$ cat src/rtl/accum_req_arbiter_if.sv
// Requester-side and datapath-side signals of the shared accumulator arbiter.
// master = the arbiter, slave = the environment (requesters plus datapath).
interface accum_req_arbiter_if #(
    parameter int BITS = 32,
    parameter int NREQ = 2
);
    logic [NREQ-1:0]      req;
    logic [NREQ*BITS-1:0] req_data;
    logic [NREQ-1:0]      req_nadd_sub;
    logic [NREQ-1:0]      req_use_prev;
    logic [NREQ-1:0]      gnt;
    logic [NREQ-1:0]      done;
    logic [NREQ-1:0]      err;
    logic [BITS-1:0]      result;
    logic                 busy;
    logic                 dp_valid;
    logic                 dp_we;
    logic [BITS-1:0]      dp_wdata;
    logic                 dp_nadd_sub;
    logic                 dp_use_prev;
    logic                 dp_ready;
    logic [BITS-1:0]      dp_rdata;

    modport master (
        input  req, req_data, req_nadd_sub, req_use_prev, dp_ready, dp_rdata,
        output gnt, done, err, result, busy,
               dp_valid, dp_we, dp_wdata, dp_nadd_sub, dp_use_prev
    );

    modport slave (
        output req, req_data, req_nadd_sub, req_use_prev, dp_ready, dp_rdata,
        input  gnt, done, err, result, busy,
               dp_valid, dp_we, dp_wdata, dp_nadd_sub, dp_use_prev
    );
endinterface

$ cat src/rtl/accum_req_arbiter.sv
// Round-robin arbiter sequencing shared add/sub accumulator transactions:
// operand write, one gap cycle, result read, then done or watchdog abort.
module accum_req_arbiter #(
    parameter int BITS    = 32,
    parameter int NREQ    = 2,
    parameter int TIMEOUT = 16
) (
    input  logic                wb_clk_i,
    input  logic                wb_rst_i,
    accum_req_arbiter_if.master bus
);
    // state | meaning
    // IDLE  | waiting for any req; next grant decided here
    // WR    | operand write, dp_valid held until dp_ready
    // GAP   | dead cycle so the datapath sees its ready drop
    // RD    | result read, dp_valid held until dp_ready
    // DONE  | done pulse to the granted requester
    // ABORT | err pulse after watchdog expiry
    typedef enum logic [2:0] {IDLE, WR, GAP, RD, DONE, ABORT} state_t;

    localparam int PW = (NREQ > 1) ? $clog2(NREQ) : 1;
    localparam int WW = (TIMEOUT > 1) ? $clog2(TIMEOUT) : 1;

    state_t          r_state, w_state;
    logic [NREQ-1:0] r_gnt, w_gnt, r_done, w_done, r_err, w_err;
    logic [BITS-1:0] r_result, w_result, r_wdata, w_wdata, w_opnd;
    logic            r_busy, w_busy, r_valid, w_valid, r_we, w_we;
    logic            r_nadd_sub, w_nadd_sub, r_use_prev, w_use_prev;
    logic [PW-1:0]   r_ptr, w_ptr, r_gidx, w_gidx, w_sel, w_cand, w_next_ptr;
    logic [PW:0]     w_idx;
    logic            w_found, w_expired;
    logic [WW-1:0]   r_wd, w_wd;

    // Search from ptr upward with an explicit wrap so any NREQ works.
    always_comb begin
        w_found = 1'b0;
        w_sel   = '0;
        w_idx   = '0;
        w_cand  = '0;
        for (int i = 0; i < NREQ; i++) begin
            w_idx = {1'b0, r_ptr} + (PW+1)'(i);
            if (w_idx >= (PW+1)'(NREQ))
                w_idx = w_idx - (PW+1)'(NREQ);
            w_cand = w_idx[PW-1:0];
            if (!w_found && bus.req[w_cand]) begin
                w_found = 1'b1;
                w_sel   = w_cand;
            end
        end
    end

    always_comb begin
        w_opnd = '0;
        for (int i = 0; i < NREQ; i++)
            if (w_sel == PW'(i))
                w_opnd = bus.req_data[i*BITS +: BITS];
    end

    assign w_next_ptr = (r_gidx == PW'(NREQ-1)) ? '0 : r_gidx + PW'(1);
    assign w_expired  = (r_wd == WW'(TIMEOUT-1));

    always_comb begin
        w_state    = r_state;
        w_gnt      = r_gnt;
        w_done     = '0;
        w_err      = '0;
        w_result   = r_result;
        w_valid    = r_valid;
        w_we       = r_we;
        w_wdata    = r_wdata;
        w_nadd_sub = r_nadd_sub;
        w_use_prev = r_use_prev;
        w_ptr      = r_ptr;
        w_gidx     = r_gidx;
        w_wd       = r_wd;
        case (r_state)
            IDLE: begin
                if (w_found) begin
                    w_gidx     = w_sel;
                    w_gnt      = NREQ'(1) << w_sel;
                    w_wdata    = w_opnd;
                    w_nadd_sub = bus.req_nadd_sub[w_sel];
                    w_use_prev = bus.req_use_prev[w_sel];
                    w_valid    = 1'b1;
                    w_we       = 1'b1;
                    w_wd       = '0;
                    w_state    = WR;
                end
            end
            WR, RD: begin
                if (bus.dp_ready) begin
                    w_valid = 1'b0;
                    if (r_state == WR) begin
                        w_state = GAP;
                    end else begin
                        w_result = bus.dp_rdata;
                        w_done   = NREQ'(1) << r_gidx;
                        w_gnt    = '0;
                        w_ptr    = w_next_ptr;
                        w_state  = DONE;
                    end
                end else if (w_expired) begin
                    w_valid = 1'b0;
                    w_err   = NREQ'(1) << r_gidx;
                    w_gnt   = '0;
                    w_ptr   = w_next_ptr;
                    w_state = ABORT;
                end else begin
                    w_wd = r_wd + WW'(1);
                end
            end
            GAP: begin
                w_valid = 1'b1;
                w_we    = 1'b0;
                w_wd    = '0;
                w_state = RD;
            end
            DONE, ABORT: w_state = IDLE;
            default:     w_state = IDLE;
        endcase
        w_busy = (w_state != IDLE);
    end

    always_ff @(posedge wb_clk_i or posedge wb_rst_i) begin
        if (wb_rst_i) begin
            r_state    <= IDLE;
            r_gnt      <= '0;
            r_done     <= '0;
            r_err      <= '0;
            r_result   <= '0;
            r_busy     <= 1'b0;
            r_valid    <= 1'b0;
            r_we       <= 1'b0;
            r_wdata    <= '0;
            r_nadd_sub <= 1'b0;
            r_use_prev <= 1'b0;
            r_ptr      <= '0;
            r_gidx     <= '0;
            r_wd       <= '0;
        end else begin
            r_state    <= w_state;
            r_gnt      <= w_gnt;
            r_done     <= w_done;
            r_err      <= w_err;
            r_result   <= w_result;
            r_busy     <= w_busy;
            r_valid    <= w_valid;
            r_we       <= w_we;
            r_wdata    <= w_wdata;
            r_nadd_sub <= w_nadd_sub;
            r_use_prev <= w_use_prev;
            r_ptr      <= w_ptr;
            r_gidx     <= w_gidx;
            r_wd       <= w_wd;
        end
    end

    assign bus.gnt         = r_gnt;
    assign bus.done        = r_done;
    assign bus.err         = r_err;
    assign bus.result      = r_result;
    assign bus.busy        = r_busy;
    assign bus.dp_valid    = r_valid;
    assign bus.dp_we       = r_we;
    assign bus.dp_wdata    = r_wdata;
    assign bus.dp_nadd_sub = r_nadd_sub;
    assign bus.dp_use_prev = r_use_prev;
endmodule

$ cat src/flat_wrapper.sv
// flat-port wrapper written by rule: the top's interface ports become plain ports
module accum_req_arbiter_flat 
#(
    parameter int BITS    = 32,
    parameter int NREQ    = 2,
    parameter int TIMEOUT = 16
)
  (wb_clk_i, wb_rst_i, bus_req, bus_req_data, bus_req_nadd_sub, bus_req_use_prev, bus_dp_ready, bus_dp_rdata, bus_gnt, bus_done, bus_err, bus_result, bus_busy, bus_dp_valid, bus_dp_we, bus_dp_wdata, bus_dp_nadd_sub, bus_dp_use_prev);
  accum_req_arbiter_if #(.BITS(BITS), .NREQ(NREQ)) bus_i ();
  input  logic wb_clk_i;
  input  logic wb_rst_i;
  input wire logic [$bits(bus_i.req)-1:0] bus_req;
  input wire logic [$bits(bus_i.req_data)-1:0] bus_req_data;
  input wire logic [$bits(bus_i.req_nadd_sub)-1:0] bus_req_nadd_sub;
  input wire logic [$bits(bus_i.req_use_prev)-1:0] bus_req_use_prev;
  input wire logic [$bits(bus_i.dp_ready)-1:0] bus_dp_ready;
  input wire logic [$bits(bus_i.dp_rdata)-1:0] bus_dp_rdata;
  output wire logic [$bits(bus_i.gnt)-1:0] bus_gnt;
  output wire logic [$bits(bus_i.done)-1:0] bus_done;
  output wire logic [$bits(bus_i.err)-1:0] bus_err;
  output wire logic [$bits(bus_i.result)-1:0] bus_result;
  output wire logic [$bits(bus_i.busy)-1:0] bus_busy;
  output wire logic [$bits(bus_i.dp_valid)-1:0] bus_dp_valid;
  output wire logic [$bits(bus_i.dp_we)-1:0] bus_dp_we;
  output wire logic [$bits(bus_i.dp_wdata)-1:0] bus_dp_wdata;
  output wire logic [$bits(bus_i.dp_nadd_sub)-1:0] bus_dp_nadd_sub;
  output wire logic [$bits(bus_i.dp_use_prev)-1:0] bus_dp_use_prev;
  assign bus_i.req = bus_req;
  assign bus_i.req_data = bus_req_data;
  assign bus_i.req_nadd_sub = bus_req_nadd_sub;
  assign bus_i.req_use_prev = bus_req_use_prev;
  assign bus_i.dp_ready = bus_dp_ready;
  assign bus_i.dp_rdata = bus_dp_rdata;
  assign bus_gnt = bus_i.gnt;
  assign bus_done = bus_i.done;
  assign bus_err = bus_i.err;
  assign bus_result = bus_i.result;
  assign bus_busy = bus_i.busy;
  assign bus_dp_valid = bus_i.dp_valid;
  assign bus_dp_we = bus_i.dp_we;
  assign bus_dp_wdata = bus_i.dp_wdata;
  assign bus_dp_nadd_sub = bus_i.dp_nadd_sub;
  assign bus_dp_use_prev = bus_i.dp_use_prev;
  accum_req_arbiter #(.BITS(BITS), .NREQ(NREQ), .TIMEOUT(TIMEOUT)) u_core (.wb_clk_i(wb_clk_i), .wb_rst_i(wb_rst_i), .bus(bus_i));
endmodule
$ cat config.mk
export PLATFORM = sky130hd
export DESIGN_NAME = accum_req_arbiter_flat
export DESIGN_NICKNAME = d
export VERILOG_FILES = /design/src/rtl/accum_req_arbiter_if.sv /design/src/rtl/accum_req_arbiter.sv /design/src/flat_wrapper.sv
export SDC_FILE = /design/constraint.sdc
export NUM_CORES = 1
export LEC_CHECK = 0
export BUFFER_PORTS_ARGS = -buffer_cell sky130_fd_sc_hd__buf_2
export CORE_ASPECT_RATIO = 0.7
export CORE_MARGIN = 5
export CORE_UTILIZATION = 47
export DETAILED_ROUTE_END_ITERATION = 12
export PLACE_DENSITY = 0.77
export SLEW_MARGIN = 10
export SYNTH_ARGS = -nofsm -noshare
export SYNTH_HDL_FRONTEND = slang
export SYNTH_SLANG_ARGS = --single-unit
$ cat constraint.sdc
create_clock -name wb_clk_i -period 2.74 [get_ports wb_clk_i]
set_input_delay 0.137 -clock wb_clk_i [delete_from_list [all_inputs] [get_ports wb_clk_i]]
set_output_delay 0.137 -clock wb_clk_i [all_outputs]
set_load 0.01 [all_outputs]
* Word-level counts from Yosys, hierarchy flattened
Cells that the tools add are included. Widths: inputs -> output; s select.
Word-level totals: flip-flop bits (word level) 84, bits of input ports 105, output and inout port bits 75, word-level logic and storage cells 97
Operators by class: add/subtract/negate cells 5, $lt $le $gt $ge 5, equal/unequal tests 10, shift operators 2, mux-type cells 44, bitwise logic cells 1, reductions and logical operators 16
Operator list (number):
- $mux 32 | 1
- $mux 1 | 21
- $mux 2 | 10
- $mux 3 | 4
- $mux 4 | 3
- $pmux 4 s3 | 1
- $pmux 3 s3 | 1
- $reduce_and 3->1 | 3
- $reduce_and 4->1 | 2
- $eq 3x2->1 const B | 2
- $lt 1x2->1 const B | 3
- $ne 2x2->1 const B | 3
- $reduce_bool 2->1 | 3
- $reduce_bool 3->1 | 2
- $add 4x1->4 const B | 1
- $eq 4x4->1 const B | 1
- $pmux 2 s2 | 1
- $reduce_and 2->1 | 2
- $shl 1x1->2 const A | 2
- $eq 3x1->1 const B | 1
- $logic_not 3->1 | 1
- $ne 3x2->1 const B | 1
- $ne 3x3->1 const B | 1
- $pmux 1 s3 | 1
- other kinds (11) | 12

* Depth between registers and ports, before layout
Gate-level depths: netlist (run 1).
depth after elaboration 11, mapped depth 7, mapped depth without buffers 4

* Least setup slack after synthesis (run 1)
Ideal clock, no wire load.
path kind flip-flop to flip-flop, start register u_core.r_wd[0], end register u_core.r_ptr, library setup time 125 ps, arrival time 1401 ps, data required time 2615 ps, slack 1214 ps, cell stages (with the launch flop) 5, path buffers 0, period minus slack after synthesis 1526 ps, path through dfrtp_1 -> ha_1 -> and3_1 -> a31oi_2 -> mux2_2
On the way: word-level cells in the longest chain between the ends 3
Ends and longest elaborated chain:
- from (decl) | line accum_req_arbiter.sv:32 | logic [WW-1:0] r_wd, w_wd;
- from (signal assigned) | line accum_req_arbiter.sv:154 | r_wd <= w_wd;
- $eq 4x4->1 | line accum_req_arbiter.sv:60 | assign w_expired = (r_wd == WW'(TIMEOUT-1));
- $reduce_bool 2->1 (no source line)
- $reduce_and 3->1 (no source line)
- to (signal assigned) | line accum_req_arbiter.sv:152 | r_ptr <= w_ptr;
- to (decl) | line accum_req_arbiter.sv:29 | logic [PW-1:0] r_ptr, w_ptr, r_gidx, w_gidx, w_sel, w_cand, w_next_ptr;
Every way passes these cells. A chain may end at the register's enable or synchronous reset.

* Worst setup path in the final report (run 1)
start register u_core.r_state[0], end register u_core.r_gnt[1] (netlist: u_core.bus.gnt[1])
On the way: word-level cells in the longest chain between the ends 4, elaborated cells on any way between the ends 10, those cells by class eq/ne (5); mux (1); reduce/logical (4)
Ends and longest elaborated chain:
- from (decl) | line accum_req_arbiter.sv:24 | state_t r_state, w_state;
- from (signal assigned) | line accum_req_arbiter.sv:141 | r_state <= w_state;
- $eq 3x2->1 or $eq 3x1->1 (tied branches) | line accum_req_arbiter.sv:76, accum_req_arbiter.sv:93
- $reduce_or 2->1 | line accum_req_arbiter.sv:76 | case (r_state)
- $ne 3x3->1 (no source line), or another cell as far along
- $reduce_and 4->1 (no source line)
- to (signal assigned) | line accum_req_arbiter.sv:142 | r_gnt <= w_gnt;
- to (decl) | line accum_req_arbiter.sv:25 | logic [NREQ-1:0] r_gnt, w_gnt, r_done, w_done, r_err, w_err;
Several ways; a longest one is shown, not always the timed one.

==> impl_metrics.json, run 1 <==
{
  "antenna_found_initial": 0,
  "p_leak_nw": 2.54,
  "layout.nets": 691,
  "ant_nets": 0,
  "synth_top_area_share": 0.519,
  "hold_viol_final": 0,
  "core_um2": 8410,
  "root_buffer": "clkbuf_16",
  "worstSkewPairLatency_ps": 320,
  "wl_per_cell_um": 16.7,
  "die_area_um2": 10600,
  "synth_top_cell_by_area": "dfrtp_1",
  "pin_count": 180,
  "hold_class": "primary input to flip-flop",
  "clkTransAtPathRegs_ps": 60,
  "post_cts_buffers": 0,
  "synth-edff-count": 0,
  "postSynthAreaPerCell_um2": 9.73,
  "worstPathArrival_ps": 1940,
  "max-clock-path-buffers": 2,
  "drtPass1Iterations": 4,
  "crit_path_start_kind": "flip-flop",
  "grt_pass1_vias": 3836,
  "synth_area_leaders": "dfrtp_1 (52%), a31oi_2 (9.6%), nand2_1 (9.4%)",
  "yosysSeqAreaShare": 0.519,
  "ys.flop_type": "dfrtp_1",
  "ys_seq_elements": 84,
  "drv_cap": 0,
  "outcome": "finished, final reports clean",
  "diodes": 0,
  "critPathMaxFanout": 38,
  "ys_types": 36,
  "hold_depth": 3,
  "h-tree-depth": 3,
  "ctsHoldBuffers": 11,
  "cts_tree": "built",
  "cts_made_buffers": 9,
  "worst_pin_slew_ps": 676,
  "worstSetupEndpointType": "flip-flop",
  "fin_tns_setup_ps": 0,
  "fp.dieH_um": 87.6,
  "drv_slew": 0,
  "clock_sinks": 84,
  "ir_drop_v": 0.000523,
  "setup_viol_count_final": 0,
  "netlist_area_um2": 4050,
  "grt_max_degree": 46,
  "drive_above_1_share": 0.413,
  "async_reset_ff_frac": 1.00,
  "fillCellCount": 675,
  "ctsResizeCount": 0,
  "syn_nets": 522,
  "rsz0062_at_grt": "false",
  "grt_pass1_wl_mm": 18.9,
  "path_class": "flip-flop to flip-flop",
  "first_iter_violations": 174,
  "die_w_um": 121,
  "required_ps": 2950,
  "vias_per_cell": 5.47,
  "timing.slew.headroom": 0.549,
  "r2r_cells": 4,
  "vias": 3798,
  "totalWireLength_mm": 11.6,
  "io_buffer_count": 179,
  "finClkSkew_ps": 4.95,
  "place_hpwl_mm": 8.18,
  "drc": 0,
  "whs_ps": 5.34,
  "total_power_mw": 5.67,
  "finalCriticalPeriod_ps": 1730,
  "clock.fmax_mhz": 578,
  "start_util": 0.481,
  "grt_usage": 0.220,
  "syn2layout_area_growth_pct": 31.7,
  "core.rowCount": 28,
  "finalWeightedCongestion": 0.845,
  "ys_warn_count": 0,
  "power.density_nw_per_um2": 1060,
  "grt-ovfl-total": 0,
  "synthCells": 416,
  "fin_crit_sh": 0.631
}
-- cell usage after synthesis, types with 3 or more instances --
master / count
a31oi_2: 31
buf_6: 6
a31oi_1: 7
inv_1: 5
nor2_1: 8
dfrtp_1: 84
o211ai_1: 35
nand2_1: 101
buf_2: 11
o21ai_0: 34
a21oi_1: 36
o21ai_1: 3
clkbuf_1: 23
-- layout make-up --
type	count	area, µm²	share of cell area
multi-input cells	283	1700	0.320
repair buffers	199	1090	0.204
clock buffers	9	225	0.0423
inverters	8	31.3	0.00587
well taps	105	131	0.0247
flip-flops and latches	84	2100	0.394
clock inverters	6	48.8	0.00916
-- per-stage QoR --
| step | worst slack (ps) | area, µm² | instances | utilization |
|---|---|---|---|---|
| floorplan | 438 | 4050 | 416 | - |
| global placement | 1020 | 4940 | 668 | 0.588 |
| detailed placement | 911 | 4940 | 668 | 0.588 |
| CTS | 1020 | 5330 | 694 | 0.634 |
| global route | 852 | 5330 | 694 | 0.634 |
| finish | 1010 | 5330 | 694 | 0.634 |
-- where the power goes --
| part | switching, mW | total [mW] | internal [mW] |
|---|---|---|---|
| combinational | 1.40 | 2.37 | 0.976 |
| clock | 0.483 | 1.10 | 0.616 |
| sequential | 0.388 | 2.20 | 1.81 |
-- logic make-up (layout without fill, tap and decap cells) --
group,count (synthesis),count (layout),synth area share
AO/OA/AOI/OAI,156,156,0.283
adder cells (fa/ha/maj),1,1,0.00309
buffers and inverters,49,222,0.0609
flip-flops,84,84,0.519
multiplexers,1,1,0.00278
AND/OR/NAND/NOR,125,125,0.130
-- registers in the layout, summed over array words and instances, names as in the netlist --
name                    cells
u_core.r_ptr                1
u_core.bus.err              2
u_core.r_gidx               1
u_core.bus.dp_nadd_sub      1
u_core.r_wd                 4
u_core.bus.gnt              2
u_core.bus.dp_use_prev      1
u_core.r_state              3
u_core.bus.busy             1
u_core.bus.dp_wdata        32
u_core.bus.done             2
u_core.bus.result          32
u_core.bus.dp_valid         1
u_core.bus.dp_we            1
-- routing by layer --
layer / global-route usage / up-vias / part of all wire
met5: 0 / - / 0
li1: - / 1821 / -
met3: 0.0646 / 14 / 0.091
met1: 0.300 / 1780 / 0.44
met4: 0.0504 / 0 / 0.010
met2: 0.351 / 183 / 0.46
-- final timing paths --
path                                          to  slack, ps                  from
setup / recovery               u_core.bus.gnt[1]       1010     u_core.r_state[0]
hold / removal             u_core.bus.result[17]          5      bus_dp_rdata[17]
setup reg to reg               u_core.bus.gnt[1]       1010     u_core.r_state[0]
hold reg to reg             u_core.bus.result[7]        470  u_core.bus.result[7]
max in group asynchronous      u_core.bus.gnt[1]       1620              wb_rst_i
min in group asynchronous   u_core.bus.result[4]        440              wb_rst_i
-- cell usage in the layout (no fill, tap or decap), types with 7 or more instances in the layout --
cell / count
clkbuf_16: 9
dfrtp_1: 84
o21ai_0: 34
o211ai_1: 35
a21oi_1: 36
buf_2: 179
a31oi_1: 7
nand2_1: 101
buf_4: 8
dlygate4sd3_1: 11
nor2_1: 8
a31oi_2: 31
-- worst max-delay path, stage by stage, from the launching register on --
cell	delay, ps
dfrtp_1	600
nor3_4	220
buf_4	390
nand2_1	140
a32o_1	260
Power figures use the tool's default switching activity.
==> run 2, diff against run 1 <==
- clock period: 2.74 -> 1.6 ns (I/O delays scaled with it)
==> run 2 against run 1 <==
  * Total power increased by 84%
  * Core utilization increased by 4.8 points
  * Flip-flop and latch count unchanged
  * Sequential power increased by 70%
  * Highest routed layer unchanged
  * Sequential share of layout area decreased by 2.8 points
  * Largest cell class unchanged
  * Die area unchanged
  * Fmax increased by 14%
  * Clock power increased by 100%
  * Cell count increased by 5.0%
  * Setup slack got worse by 920 ps
  * Clock-buffer cell count increased by 1
  * Critical endpoint is now u_core.r_ptr
  * Critical path type unchanged
==> impl_metrics.json, run 2 (synthesis gave the netlist of run 1 again) <==
{
  "worst_pin_slew_ps": 507,
  "worstPathArrival_ps": 1720,
  "grt_pass1_vias": 3996,
  "finalCriticalPeriod_ps": 1510,
  "max_stage_delay_ps": 410,
  "fillCellCount": 651,
  "place_hpwl_mm": 8.46,
  "die_area_um2": 10600,
  "whs_ps": 26.7,
  "rsz0062_at_grt": "false",
  "hold_class": "primary input to flip-flop",
  "antenna_found_initial": 0,
  "clkTransAtPathRegs_ps": 70,
  "path_class": "flip-flop to flip-flop",
  "wl_per_cell_um": 16.9,
  "postLayoutCoreUtil": 0.682,
  "drv_cap": 0,
  "dr.max_layer_used": "met4",
  "ant_nets": 0,
  "grt_pass1_wl_mm": 20.0,
  "start_util": 0.481,
  "grt-ovfl-total": 0,
  "io_buffer_count": 179,
  "hold_viol_final": 0,
  "final_cell_mix": "buf_2 (179), nand2_1 (101), dfrtp_1 (84)",
  "drtPass1Iterations": 4,
  "finalWeightedCongestion": 0.876,
  "path_buf_inv": 0,
  "syn2layout_area_growth_pct": 41.7,
  "cts_tree": "built",
  "h-tree-depth": 3,
  "path_cells": "ha_1 > and3_1 > a31oi_4 > mux2_2",
  "drc": 0,
  "cts_made_buffers": 9,
  "layout.nets": 725,
  "post_cts_buffers": 0,
  "worstSetupEndpointType": "flip-flop",
  "setup_viol_count_final": 0,
  "die_w_um": 121,
  "fp.dieH_um": 87.6,
  "p_leak_nw": 2.73,
  "wl_met2_mm": 5.65,
  "crit_path_start_kind": "flip-flop",
  "diodes": 0,
  "max-clock-path-buffers": 2,
  "core_um2": 8410,
  "root_buffer": "clkbuf_16",
  "clock_sinks": 84,
  "clock.fmax_mhz": 662,
  "total_power_mw": 10.4,
  "first_iter_violations": 333,
  "timing.slew.headroom": 0.662,
  "power.density_nw_per_um2": 1820,
  "totalWireLength_mm": 12.3,
  "vias_per_cell": 5.38,
  "outcome": "finished, final reports clean",
  "fin_tns_setup_ps": 0,
  "vias": 3923,
  "drv_slew": 0,
  "core.rowCount": 28,
  "grt_max_degree": 55,
  "pin_count": 180,
  "wl_met3_mm": 1.10,
  "worstSkewPairLatency_ps": 330,
  "layout_commonest_cell": "buf_2",
  "required_ps": 1810,
  "finClkSkew_ps": 8.10,
  "fin_crit_sh": 0.945,
  "ir_drop_v": 0.000799,
  "crit_path_top_delay_cell": "dfrtp_1",
  "critPathMaxFanout": 4,
  "wl_met1_mm": 5.39,
  "crit_family": "flip-flops",
  "grt_usage": 0.236,
  "drive_above_1_share": 0.410
}
run 2: where the power goes:
group | total, mW | internal (mW) | switching [mW] | leakage (nW)
combinational | 4.44 | 1.88 | 2.56 | 1.57
sequential | 3.73 | 3.10 | 0.631 | 1.00
clock | 2.24 | 1.39 | 0.850 | 0.155
run 2: final timing paths:
path | from | endpoint | slack, ps | depth (start not counted)
worst min-delay path | bus_req_data[30] | u_core.bus.dp_wdata[30] | 30 | 3
min in group asynchronous | wb_rst_i | u_core.bus.result[3] | 400 | 4
max in group asynchronous | wb_rst_i | u_core.bus.dp_wdata[5] | 850 | 4
worst max-delay path | u_core.r_wd[1] | u_core.r_ptr | 90 | 4
worst min register to register | u_core.bus.result[21] | u_core.bus.result[21] | 480 | 2
worst max register to register | u_core.r_wd[1] | u_core.r_ptr | 90 | 4
run 2: cell type report:
cell class / count / area (µm²) / area share
Sequential cell: 84 / 2100 / 0.367
Clock buffer: 10 / 229 / 0.0399
Timing Repair Buffer: 233 / 1420 / 0.248
Clock inverter: 6 / 96.3 / 0.0168
Multi-Input combinational cell: 283 / 1720 / 0.300
Inverter: 8 / 33.8 / 0.00589
Tap cell: 105 / 131 / 0.0229
run 2: worst reg2reg max path: cells and delay by family, from the launching register on:
kind	cells	cell delay, ps
fa+ha+maj	1	210
simple gates	1	230
flops	1	410
compound gates	1	200
mux	1	350
run 2: what timing repair did:
| action | CTS | global route |
|---|---|---|
| hold buffers | 33 | 0 |
| endpoints found under the hold margin | 116 | 0 |
| gates resized for setup | 0 | 2 |
| setup endpoints to repair | 0 | 2 |
run 2: through the flow:
stage                     cell area [µm²]  setup slack [ps]  cells
final                                5730              88.5    729
after global routing                 5730              26.9    729
after CTS                            5720              18.6    729
after detailed placement             5060              37.7    680
after global placement               5060               126    680
after floorplan                      4050              74.1    416
run 2: routing by layer:
layer / vias to the layer above / track usage
met5: - / 0
met4: 0 / 0.0597
met3: 19 / 0.0717
met2: 189 / 0.381
met1: 1830 / 0.315
li1: 1885 / -
==> run 3, diff against run 2 <==
--- a/config.mk
+++ b/config.mk
@@ -12,2 +12,3 @@
 export DETAILED_ROUTE_END_ITERATION = 12
+export GPL_TIMING_DRIVEN = 0
 export PLACE_DENSITY = 0.77
--- a/constraint.sdc
+++ b/constraint.sdc
@@ -3,2 +3,2 @@
 set_output_delay 0.08 -clock wb_clk_i [all_outputs]
-set_load 0.01 [all_outputs]
+set_load 0.1 [all_outputs]
==> run 3 against run 2 <==
  * Clock-buffer cell count unchanged
  * Core utilization rose by 1.1 points
  * Fmax down 3.6%
  * Flip-flop and latch count did not move
  * Largest cell class unchanged
  * Highest routed layer is now met5
==> impl_metrics.json, run 3 (synthesis gave the netlist of run 1 again) <==
{
  "setup_viol_count_final": 0,
  "worstSetupEndpointType": "flip-flop",
  "finClkSkew_ps": 6.64,
  "drtPass1Iterations": 5,
  "hold_class": "primary input to flip-flop",
  "worstPathArrival_ps": 1770,
  "clkTransAtPathRegs_ps": 60,
  "layout.nets": 748,
  "max_stage_delay_ps": 420,
  "crit_path_top_delay_cell": "dfrtp_1",
  "clock.fmax_mhz": 638,
  "worst_pin_slew_ps": 518,
  "max-clock-path-buffers": 2,
  "grt-ovfl-total": 0,
  "path_cells": "ha_2 > and3_2 > a31oi_4 > mux2_2",
  "grt_usage": 0.244,
  "root_buffer": "clkbuf_16",
  "clock_sinks": 84,
  "vias_per_cell": 5.54,
  "grt_pass1_wl_mm": 20.6,
  "outcome": "finished, final reports clean",
  "crit_path_start_kind": "flip-flop",
  "critPathMaxFanout": 6,
  "die_w_um": 121,
  "path_class": "flip-flop to flip-flop",
  "fin_crit_sh": 0.980,
  "crit_family": "flip-flops",
  "first_iter_violations": 386,
  "antenna_found_initial": 1,
  "final_cell_mix": "buf_2 (184), nand2_1 (101), dfrtp_1 (84)",
  "drc": 0,
  "ant_nets": 0,
  "pin_count": 180,
  "place_hpwl_mm": 9.12,
  "wl_per_cell_um": 17.4,
  "hold_viol_final": 0,
  "totalWireLength_mm": 13.0,
  "layout_commonest_cell": "buf_2",
  "drive_above_1_share": 0.410,
  "die_area_um2": 10600,
  "place_inst": 700,
  "vias": 4166,
  "worstSkewPairLatency_ps": 330,
  "required_ps": 1810,
  "whs_ps": 30.0,
  "start_util": 0.481,
  "h-tree-depth": 3,
  "io_buffer_count": 177,
  "core_um2": 8410,
  "syn2layout_area_growth_pct": 43.9,
  "core.rowCount": 28,
  "finalNonFillerCells": 752,
  "drv_slew": 0,
  "diodes": 0,
  "postLayoutCoreUtil": 0.693,
  "fp.dieH_um": 87.6,
  "cts_tree": "built",
  "drv_cap": 0,
  "grt_max_degree": 36,
  "path_buf_inv": 0,
  "finalCriticalPeriod_ps": 1570,
  "finalWeightedCongestion": 0.822,
  "timing.slew.headroom": 0.657,
  "grt_pass1_vias": 4217,
  "cts_made_buffers": 9
}
==> run 3: per-layer routing <==
metal	share of wire	up-vias	GRT usage
li1	-	1940	-
met1	0.42	1955	0.317
met2	0.47	245	0.407
met3	0.10	24	0.0678
met4	0.016	2	0.0669
met5	0.00084	-	0
==> run 3: tightest hold or removal path, cell delays in order <==
cell and delay (ps):
buf_2 90, o21ai_0 60, a31oi_1 80
==> run 3: final timing paths <==
path,start,end,slack (ps),depth (start not counted)
min in group asynchronous,wb_rst_i,u_core.bus.result[3],310,3
worst min-delay path,bus_req_nadd_sub[0],u_core.bus.dp_nadd_sub,30,3
worst min register to register,u_core.bus.result[24],u_core.bus.result[24],470,2
worst max-delay path,u_core.r_wd[0],u_core.r_ptr,30,4
worst max register to register,u_core.r_wd[0],u_core.r_ptr,30,4
max in group asynchronous,wb_rst_i,u_core.bus.dp_wdata[0],790,4
==> run 3: per-stage QoR <==
stage | TNS [ps] | area (µm²) | worst slack (ps)
floorplan | 0 | 4050 | 74.1
global placement | -2620 | 5070 | -42.9
detailed placement | -1080 | 5110 | -110
CTS | 0 | 5770 | 2.09
global route | -11.1 | 5820 | -6.94
finish | 0 | 5820 | 32.3
==> run 3: final cells by class <==
type	instances	area [µm²]
Timing Repair Buffer	216	1290
Multi-Input combinational cell	283	1730
Tap cell	105	131
Clock inverter	6	71.3
Inverter	8	33.8
Fill cell	627	2580
Sequential cell	84	2100
Buffer	40	234
Clock buffer	10	239
==> run 3: timing repair <==
item / CTS / global route
gates resized for setup: 9 / 11
setup buffers: 0 / 4
hold buffers: 33 / 0
pin swaps: 0 / 1
hold endpoints to repair: 46 / 0
setup endpoints to repair: 26 / 49
Power of run 3 is left out: the tool's default activity adds up to more than one toggle a clock period on the data nets, which glitch-free logic cannot reach.
